`src/rtl/usb_pkt_rx.sv`:
```
// USB packet receive decoder. Sits behind the SIE receive side: checks the
// PID, parses token/SOF fields, verifies CRC5/CRC16, streams the data payload
// with the CRC bytes stripped and reports end-of-packet status.
module usb_pkt_rx #(
    parameter int MAX_PAYLOAD = 64
) (
    input  logic        clk,
    input  logic        rst,
    input  logic [7:0]  rx_data,
    input  logic        rx_valid,
    input  logic        rx_active,
    input  logic        rx_error,
    input  logic [6:0]  dev_addr,
    output logic [3:0]  pid,
    output logic        token_valid,
    output logic [3:0]  token_ep,
    output logic        sof_valid,
    output logic [10:0] frame_num,
    output logic        hsk_valid,
    output logic        data_start,
    output logic [7:0]  data_byte,
    output logic        data_valid,
    output logic        data_done,
    output logic        data_ok,
    output logic        pkt_err
);
    // Byte counter must reach MAX_PAYLOAD + 2 (payload plus CRC16 bytes).
    localparam int CW = $clog2(MAX_PAYLOAD + 3);
    localparam logic [CW-1:0] CNT_ONE = CW'(1);
    localparam logic [CW-1:0] CNT_TWO = CW'(2);
    localparam logic [CW-1:0] CNT_LIM = CW'(MAX_PAYLOAD + 2);

    localparam logic [3:0] PID_OUT   = 4'b0001;
    localparam logic [3:0] PID_IN    = 4'b1001;
    localparam logic [3:0] PID_SETUP = 4'b1101;
    localparam logic [3:0] PID_SOF   = 4'b0101;
    localparam logic [3:0] PID_DATA0 = 4'b0011;
    localparam logic [3:0] PID_DATA1 = 4'b1011;
    localparam logic [3:0] PID_ACK   = 4'b0010;
    localparam logic [3:0] PID_NAK   = 4'b1010;
    localparam logic [3:0] PID_STALL = 4'b1110;

    typedef enum logic [2:0] {S_IDLE, S_PID, S_TOKEN, S_DATA, S_HSK, S_DRAIN} state_t;

    state_t state, state_nxt;

    logic          act_q, end_pend;
    logic          err_flag, is_data;
    logic [CW-1:0] cnt;
    logic [4:0]    crc5;
    logic [15:0]   crc16;
    logic [7:0]    b1, d0, d1;
    logic [2:0]    b2;

    logic rise, fall, byte_in, pid_is_data, start;
    logic set_err, pid_take, tok_take, dat_take, emit;
    logic dat_good;

    // Serial CRC5 (x^5+x^2+1), LSB of the byte first.
    function automatic logic [4:0] crc5_byte(input logic [4:0] c, input logic [7:0] d);
        logic [4:0] r;
        logic       fb;
        r = c;
        for (int i = 0; i < 8; i++) begin
            fb = r[4] ^ d[i];
            r  = {r[3:0], 1'b0};
            if (fb) r = r ^ 5'b00101;
        end
        return r;
    endfunction

    // Serial CRC16 (x^16+x^15+x^2+1) unrolled to a byte per cycle, LSB first.
    function automatic logic [15:0] crc16_byte(input logic [15:0] c, input logic [7:0] d);
        logic [15:0] r;
        logic        fb;
        r = c;
        for (int i = 0; i < 8; i++) begin
            fb = r[15] ^ d[i];
            r  = {r[14:0], 1'b0};
            if (fb) r = r ^ 16'h8005;
        end
        return r;
    endfunction

    assign rise        = rx_active & ~act_q;
    assign fall        = ~rx_active & act_q;
    // A byte landing in the falling-edge cycle still belongs to the packet.
    assign byte_in     = rx_valid & (rx_active | act_q);
    assign pid_is_data = (rx_data[3:0] == PID_DATA0) || (rx_data[3:0] == PID_DATA1);
    // New packet context is opened whenever we move into PID from outside it.
    assign start       = (state_nxt == S_PID) && ((state != S_PID) || end_pend);
    assign dat_good    = (state == S_DATA) && !err_flag && (cnt >= CNT_TWO) &&
                         (crc16 == 16'h800D);

    // State register.
    always_ff @(posedge clk or posedge rst) begin
        if (rst) state <= S_IDLE;
        else     state <= state_nxt;
    end

    // Next-state and per-byte control decode.
    always_comb begin
        state_nxt = state;
        set_err   = 1'b0;
        pid_take  = 1'b0;
        tok_take  = 1'b0;
        dat_take  = 1'b0;
        emit      = 1'b0;
        if (end_pend) begin
            state_nxt = rise ? S_PID : S_IDLE;
        end else begin
            case (state)
                S_IDLE: if (rise) state_nxt = S_PID;
                S_PID: if (byte_in) begin
                    if (rx_data[7:4] != ~rx_data[3:0]) begin
                        set_err   = 1'b1;
                        state_nxt = S_DRAIN;
                    end else begin
                        case (rx_data[3:0])
                            PID_OUT, PID_IN, PID_SETUP, PID_SOF: begin
                                pid_take  = 1'b1;
                                state_nxt = S_TOKEN;
                            end
                            PID_DATA0, PID_DATA1: begin
                                pid_take  = 1'b1;
                                state_nxt = S_DATA;
                            end
                            PID_ACK, PID_NAK, PID_STALL: begin
                                pid_take  = 1'b1;
                                state_nxt = S_HSK;
                            end
                            default: begin
                                set_err   = 1'b1;
                                state_nxt = S_DRAIN;
                            end
                        endcase
                    end
                end
                S_TOKEN: if (byte_in) begin
                    if (cnt == CNT_TWO) begin
                        set_err   = 1'b1;
                        state_nxt = S_DRAIN;
                    end else begin
                        tok_take = 1'b1;
                    end
                end
                S_DATA: if (byte_in) begin
                    if (cnt >= CNT_LIM) begin
                        set_err   = 1'b1;
                        state_nxt = S_DRAIN;
                    end else begin
                        dat_take = 1'b1;
                        emit     = (cnt >= CNT_TWO);
                    end
                end
                S_HSK: if (byte_in) begin
                    set_err   = 1'b1;
                    state_nxt = S_DRAIN;
                end
                S_DRAIN: ;
                default: state_nxt = S_IDLE;
            endcase
            // SIE error overrides whatever the byte would have done.
            if (rx_error && (state != S_IDLE)) begin
                set_err   = 1'b1;
                pid_take  = 1'b0;
                tok_take  = 1'b0;
                dat_take  = 1'b0;
                emit      = 1'b0;
                state_nxt = S_DRAIN;
            end
        end
    end

    // Packet context: edge tracking, counters, CRCs, token bytes, delay line.
    always_ff @(posedge clk or posedge rst) begin
        if (rst) begin
            act_q    <= 1'b0;
            end_pend <= 1'b0;
            err_flag <= 1'b0;
            is_data  <= 1'b0;
            cnt      <= '0;
            crc5     <= 5'h1F;
            crc16    <= 16'hFFFF;
            b1       <= '0;
            b2       <= '0;
            d0       <= '0;
            d1       <= '0;
        end else begin
            act_q    <= rx_active;
            end_pend <= fall && (state != S_IDLE) && !end_pend;
            if (start) begin
                err_flag <= 1'b0;
                is_data  <= 1'b0;
                cnt      <= '0;
                crc5     <= 5'h1F;
                crc16    <= 16'hFFFF;
            end
            if (set_err) err_flag <= 1'b1;
            if (pid_take && pid_is_data) is_data <= 1'b1;
            if (tok_take) begin
                cnt  <= cnt + CNT_ONE;
                crc5 <= crc5_byte(crc5, rx_data);
                if (cnt == '0) b1 <= rx_data;
                else           b2 <= rx_data[2:0];
            end
            if (dat_take) begin
                cnt   <= cnt + CNT_ONE;
                crc16 <= crc16_byte(crc16, rx_data);
                d1    <= d0;
                d0    <= rx_data;
            end
        end
    end

    // Registered outputs: one-cycle pulses, held PID/endpoint/frame fields.
    always_ff @(posedge clk or posedge rst) begin
        if (rst) begin
            pid         <= '0;
            token_valid <= 1'b0;
            token_ep    <= '0;
            sof_valid   <= 1'b0;
            frame_num   <= '0;
            hsk_valid   <= 1'b0;
            data_start  <= 1'b0;
            data_byte   <= '0;
            data_valid  <= 1'b0;
            data_done   <= 1'b0;
            data_ok     <= 1'b0;
            pkt_err     <= 1'b0;
        end else begin
            token_valid <= 1'b0;
            sof_valid   <= 1'b0;
            hsk_valid   <= 1'b0;
            data_start  <= 1'b0;
            data_valid  <= 1'b0;
            data_done   <= 1'b0;
            data_ok     <= 1'b0;
            pkt_err     <= 1'b0;
            if (pid_take) begin
                pid        <= rx_data[3:0];
                data_start <= pid_is_data;
            end
            if (emit) begin
                data_valid <= 1'b1;
                data_byte  <= d1;
            end
            if (end_pend) begin
                if (is_data) begin
                    data_done <= 1'b1;
                    data_ok   <= dat_good;
                    pkt_err   <= !dat_good;
                end else begin
                    case (state)
                        S_TOKEN: begin
                            if ((cnt == CNT_TWO) && (crc5 == 5'b01100)) begin
                                if (pid == PID_SOF) begin
                                    sof_valid <= 1'b1;
                                    frame_num <= {b2, b1};
                                end else if (b1[6:0] == dev_addr) begin
                                    token_valid <= 1'b1;
                                    token_ep    <= {b2, b1[7]};
                                end
                            end else begin
                                pkt_err <= 1'b1;
                            end
                        end
                        S_HSK:   hsk_valid <= 1'b1;
                        default: pkt_err   <= 1'b1;
                    endcase
                end
            end
        end
    end

endmodule

```
`config.mk`:
```
export PLATFORM = sky130hd
export DESIGN_NAME = usb_pkt_rx
export DESIGN_NICKNAME = d
export VERILOG_FILES = /design/src/rtl/usb_pkt_rx.sv
export SDC_FILE = /design/constraint.sdc
export NUM_CORES = 1
export LEC_CHECK = 0
export ABC_AREA = 1
export CAP_MARGIN = 40
export CORE_MARGIN = 2
export CORE_UTILIZATION = 56
export DETAILED_ROUTE_END_ITERATION = 12
export PLACE_DENSITY = 0.79
export RECOVER_POWER = 100
export SLEW_MARGIN = 20
export SYNTH_ARGS = -nofsm -noshare
export SYNTH_HDL_FRONTEND = slang
export SYNTH_SLANG_ARGS = --single-unit
```
`constraint.sdc`:
```
create_clock -name clk -period 3.9 [get_ports clk]
set_input_delay 0.78 -clock clk [delete_from_list [all_inputs] [get_ports clk]]
set_output_delay 0.78 -clock clk [all_outputs]
set_load 0.05 [all_outputs]
```
# After elaboration in Yosys (flattened, before gate mapping)
# Index checks and enable logic that the tools add are counted.
[classes]
order_cmp = 2
eq_ne = 22
n_bitwise = 42
add_sub_neg = 1
n_reduce_logical = 30
mux = 109
[ops]
columns = ["op", "count"]
rows = [
  ["two-way mux 16 bit", 17],
  ["two-way mux 1 bit", 58],
  ["two-way mux 3 bit", 18],
  ["two-way mux 5 bit", 9],
  ["NOT 3 bit", 8],
  ["two-way mux 7 bit", 3],
  ["equality test 4 bit (second input constant)", 5],
  ["one-hot mux 3 bit (6 select lines)", 1],
  ["equality test 16 bit (second input constant)", 1],
  ["NOT 2 bit", 8],
  ["XOR 1 bit", 16],
  ["logical AND 1 bit", 9],
  ["one-hot mux 3 bit (3 select lines)", 1],
  ["OR reduction 9 bit", 1],
  ["equality test 4 x 2 -> 1 bit (second input constant)", 2],
  ["equality test 4 x 3 -> 1 bit (second input constant)", 2],
  ["nonzero test 2 bit", 4],
  ["adder 7 x 1 -> 7 bit (second input constant)", 1],
  ["equality test 7 x 2 -> 1 bit (second input constant)", 1],
  ["equality test 7 bit", 1],
  [">= comparator 7 x 2 -> 1 bit (second input constant)", 1],
  [">= comparator 7 bit (second input constant)", 1],
  ["zero test 7 bit", 1],
  ["equality test 3 x 1 -> 1 bit (second input constant)", 2],
  ["other kinds (22)", 35],
]
[word_totals]
elab_cells = 230
inputBits = 20
ff_bits = 97
out_inout_bits = 35

# Longest topological paths before layout
[logic_depth]
ltp_word = 28
depth_mapped = 19

# Worst setup path before layout
# OpenSTA, ideal clock, no wires.
[synth_path]
kind = "input to register"
startpoint = "input port rx_data[1]"
endpoint = "register crc16[15]"
path_buffers = 1
path_slack_ns = 1.670
arrival_time_ns = 2.158
path_stages = 17
required_time_ns = 3.828
cell_sequence = "buf_6 inv_2 nand2_1 nand2_1 nand2_1 nand3_2 nand3_2 nand2_4 nand2_4 nand3_1 nand3_4 nand2_2 nand2_2 nand3_1 nand3_1 nand2_1 inv_1"
[synth_via]
elab_chain_len = 21
[synth_rtl]
columns = ["item", "line_no", "source"]
rows = [
  ["from (decl)", "9", "input logic [7:0] rx_data,"],
  ["XOR 1 bit", "78", "fb = r[15] ^ d[i];"],
  ["two-way mux 16 bit", "80", "if (fb) r = r ^ 16'h8005;"],
  ["two-way mux 16 bit", "207", "if (dat_take) begin"],
  ["XOR 1 bit", "78", ""],
  ["two-way mux 16 bit", "80", ""],
  ["two-way mux 16 bit", "207", ""],
  ["XOR 1 bit", "78", ""],
  ["two-way mux 16 bit", "80", ""],
  ["(+5 left out)", "--", ""],
  ["two-way mux 16 bit", "80", ""],
  ["two-way mux 16 bit", "207", ""],
  ["XOR 1 bit", "78", ""],
  ["two-way mux 16 bit", "80", ""],
  ["two-way mux 16 bit", "207", ""],
  ["XOR 1 bit", "78", ""],
  ["two-way mux 16 bit", "80", ""],
  ["two-way mux 16 bit", "207", ""],
  ["to (signal assigned)", "209", "crc16 <= crc16_byte(crc16, rx_data);"],
  ["to (decl)", "51", "logic [15:0] crc16;"],
]
# Parallel ways exist; a longest one is shown, timed or not. The select of a mux whose other input is x is not followed.
# A chain may end at the register's enable or synchronous reset.

# Worst setup path after layout
[layout_path]
startpoint = "input port rx_data[0]"
endpoint = "register crc5[2]"
[layout_rtl]
columns = ["item", "line_no", "source"]
rows = [
  ["equality test 4 x 1 -> 1 bit (tied with other cells)", "119", "case (rx_data[3:0])"],
  ["OR reduction 4 bit (tied with other cells)", "--", ""],
  ["one-hot mux 3 bit (3 select lines)", "119", ""],
  ["two-way mux 3 bit *", "115", "if (rx_data[7:4] != ~rx_data[3:0]) begin"],
  ["two-way mux 3 bit *", "114", "S_PID: if (byte_in) begin"],
  ["one-hot mux 3 bit (6 select lines) *", "112", "case (state)"],
  ["two-way mux 3 bit *", "164", "if (rx_error && (state != S_IDLE)) begin"],
  ["two-way mux 3 bit *", "109", "if (end_pend) begin"],
  ["via state_nxt[0]", "45", "state_t state, state_nxt;"],
  ["equality test 3 x 1 -> 1 bit *", "91", "assign start = (state_nxt == S_PID) && ((state != S_PID) || end_pend);"],
  ["logical AND 1 bit *", "91", ""],
  ["nonzero test 2 bit (no source line) *", "--", ""],
  ["to (signal assigned)", "203", "crc5 <= crc5_byte(crc5, rx_data);"],
  ["to (decl)", "50", "logic [4:0] crc5;"],
]
# The timed path passes the listed nets; every way through them passes the cells marked *. The select of a mux whose other input is x is not followed.

==> results.cfg <==
[timing]
max-slew-margin-rel_pct = -8.04
tightestPinTransition_ps = 1610
setup_violations = 0
fin_crit_ps = 3100
layout_setup_ws_ps = 795
slew_violations = 37
post-route-period-util_pct = 79.6
skew_ps = 8.90
finalHoldViolCount = 0
fin_setup_tns_ps = 0
fmax_ghz = 0.322
grt_setup_unrepaired = false
holdWs_ps = 468

[route]
dr_total_vias = 4128
routed_wirelength_um = 10900
route.detailed.drc = 0
ant_nets = 0
first_iter_violations = 213
avgViaCountPerCell = 5.38
routedWlPerCell_um = 14.2
drt_pass1_iterations = 5

[logic_synthesis]
synthSimpleGateAreaFrac_pct = 28.2
syn_nets = 625
synthAdderAreaFrac_pct = 0.761
ys.flop_type = dfrtp_1
synth_top_family_by_area = simple AND/OR/NAND/NOR gates
synth_xor_area_share_pct = 5.32
seq_area_frac_synth_pct = 49.7
synthMuxAreaShare_pct = 0
yosysTopAreaCell = dfrtp_1
synthCells = 602
yosys.cell_types.count = 41
synth_compound_area_share_pct = 8.82
yosysWarnings = 0
synth-edff-count = 0
syn_avg_cell_area_um2 = 8.20
async_flop_share_pct = 100
synth_top_area_share_pct = 38.5
synthesis.area_um2 = 4930
yosys_register_bits = 97
synthTopCellsByArea = dfrtp_1, nand2_1, dfstp_2

[floorplan]
io_pins = 55
design.die.area_um2 = 9580
die_h_um = 97.9
core_um2 = 8640
start_util_pct = 57.1
chipWidth_um = 97.9
fp-row-count = 34

[worst_setup_path]
arrival_ps = 3390
cpPeakStageDelay_ps = 670
path_common_cell = nand2_1
path_class = in -> reg
end_kind = flop
crit_required_ps = 4180
cpMaxStageDelayCell = dlygate4sd3_1
critical_path_peak_fanout = 14
path_cells = dlygate4sd3_1, inv_1, nand2_1, a21oi_1, nand3_1, nor2_1, nand2_1, nand2_1, nand2_1, nand2_1, nand2_2, nand2_1, nor2_1, nand2_2, nand2_1, o21ai_0
cp-start-kind = input port

[outcome]
violations = max-capacitance violations, max-slew violations
status = finished with violations

[place]
port_buffers = 54
post-place-ws_ps = 616
dpl_cell_area_um2 = 5530
hpwl_um = 8030
globalplace.congestion = 0.954

[global_routing]
antenna_found_initial = 0
grt_pass1_vias = 4078
grt_pass1_wl_um = 19000
overflow = 0
grt_max_degree = 62
grt_util_all_layers_pct = 24.0

[power]
p_leak_nw = 2.83
ir_worst_vdd_mv = 0.174
powerDensity_nw_per_um2 = 384

[clock_network]
ctsHtreeMaxLevel = 3
ctsHoldBuffers = 0
numCtsBuffers = 9
root_buffer = clkbuf_8
cts_sinks = 97
postCtsSetupBuffers = 0
clockBufferDepth = 2
cts_tree = yes
worstSkewPairLatency_ps = 360
cts_resized = 0
path_clk_slew_ps = 90

[final_layout]
final_nets = 678
syn2layout_area_growth_pct = 15.9
postLayoutCellArea_um2 = 5720
drive_gt1_share_pct = 9.70
antenna-diode-count = 0

[flow_run]
cap_violations = 1

[worst_hold_path]
hold_class = reg -> reg
==> cells in the final DEF, fill, tap and decap left out, types with 2 or more instances in the layout <==
cell,instances
xnor2_1,15
a31oi_1,2
o21ai_2,2
clkinv_1,2
xor2_1,15
o21ai_0,49
inv_1,58
inv_8,2
dfrtp_1,76
dlygate4sd3_1,39
clkbuf_8,10
clkinvlp_4,3
nor2_1,64
clkdlybuf4s50_1,15
nand3b_1,3
nor3_1,6
inv_2,4
o2111ai_1,2
nand2_2,8
a21oi_1,15
nand3_1,36
dfstp_2,20
nand3_2,5
nand2_1,175
nand2_4,4
ha_1,3
nand4_1,5
nor4_1,5
==> report_power, final <==
| part | internal [mW] | switching, mW |
|---|---|---|
| sequential | 1.06 | 0.0373 |
| combinational | 0.139 | 0.268 |
| clock | 0.323 | 0.369 |
==> final timing paths <==
path / from / to / slack [ps] / depth (start not counted)
min in group asynchronous: rst / data_byte[1] / 1250 / 2
hold / removal: frame_num[1] / frame_num[1] / 470 / 2
max in group asynchronous: rst / crc5[4] / 1670 / 3
setup reg to reg: cnt[1] / frame_num[2] / 1380 / 9
hold reg to reg: frame_num[1] / frame_num[1] / 470 / 2
setup / recovery: rx_data[0] / crc5[2] / 800 / 16
==> routing by layer <==
layer  global-route usage (%)  up-vias  wire (um)
met2                     40.1      114       5360
li1                         -     2044          -
met4                     7.05        0        134
met5                        0        -          0
met1                     32.8     1955       4900
met3                     3.58       15        520
==> stage by stage <==
step                      std cells  util, %  power [mW]
after global routing            768     66.2        2.30
after detailed placement        752     64.0        1.52
after floorplan                 602        -        1.42
after global placement          752     64.0        1.50
final                           768     66.2        2.20
after CTS                       768     66.5        2.21
==> worst max-delay path, delay by kind of cell <==
kind | cells | cell delay [ps]
simple gates | 12 | 1230
buf+inv | 2 | 990
compound gates | 2 | 390
==> cells by family after synthesis <==
family	Yosys count
simple gates	314
flops	97
compound gates	79
xor+xnor	30
buf+inv	79
fa+ha+maj	3
==> synth_stat cells (all sizes together) (6+ instances only) <==
| cell | count |
|---|---|
| a21oi | 15 |
| buf | 9 |
| dfrtp | 76 |
| dfstp | 21 |
| inv | 63 |
| nand2 | 187 |
| nand3 | 42 |
| nor2 | 65 |
| nor3 | 6 |
| o21ai | 52 |
| xnor2 | 15 |
| xor2 | 15 |
==> layout make-up <==
type	instances	area [um2]
Fill cell	728	2920
Sequential cell	97	2450
Multi-Input combinational cell	426	2100
Timing Repair Buffer	56	568
Inverter	65	245
Clock buffer	10	138
Tap cell	108	135
Clock inverter	6	75.1
==> state kept, by name, indices dropped and copies added (netlist names) <==
register,cells
token_valid,1
is_data,1
data_byte,8
act_q,1
cnt,7
hsk_valid,1
b2,3
token_ep,4
frame_num,11
data_start,1
data_valid,1
d1,8
data_done,1
b1,8
state,3
d0,8
end_pend,1
crc16,16
crc5,5
err_flag,1
pkt_err,1
data_ok,1
sof_valid,1
pid,4
No activity file was read; power rests on OpenSTA's default activity.
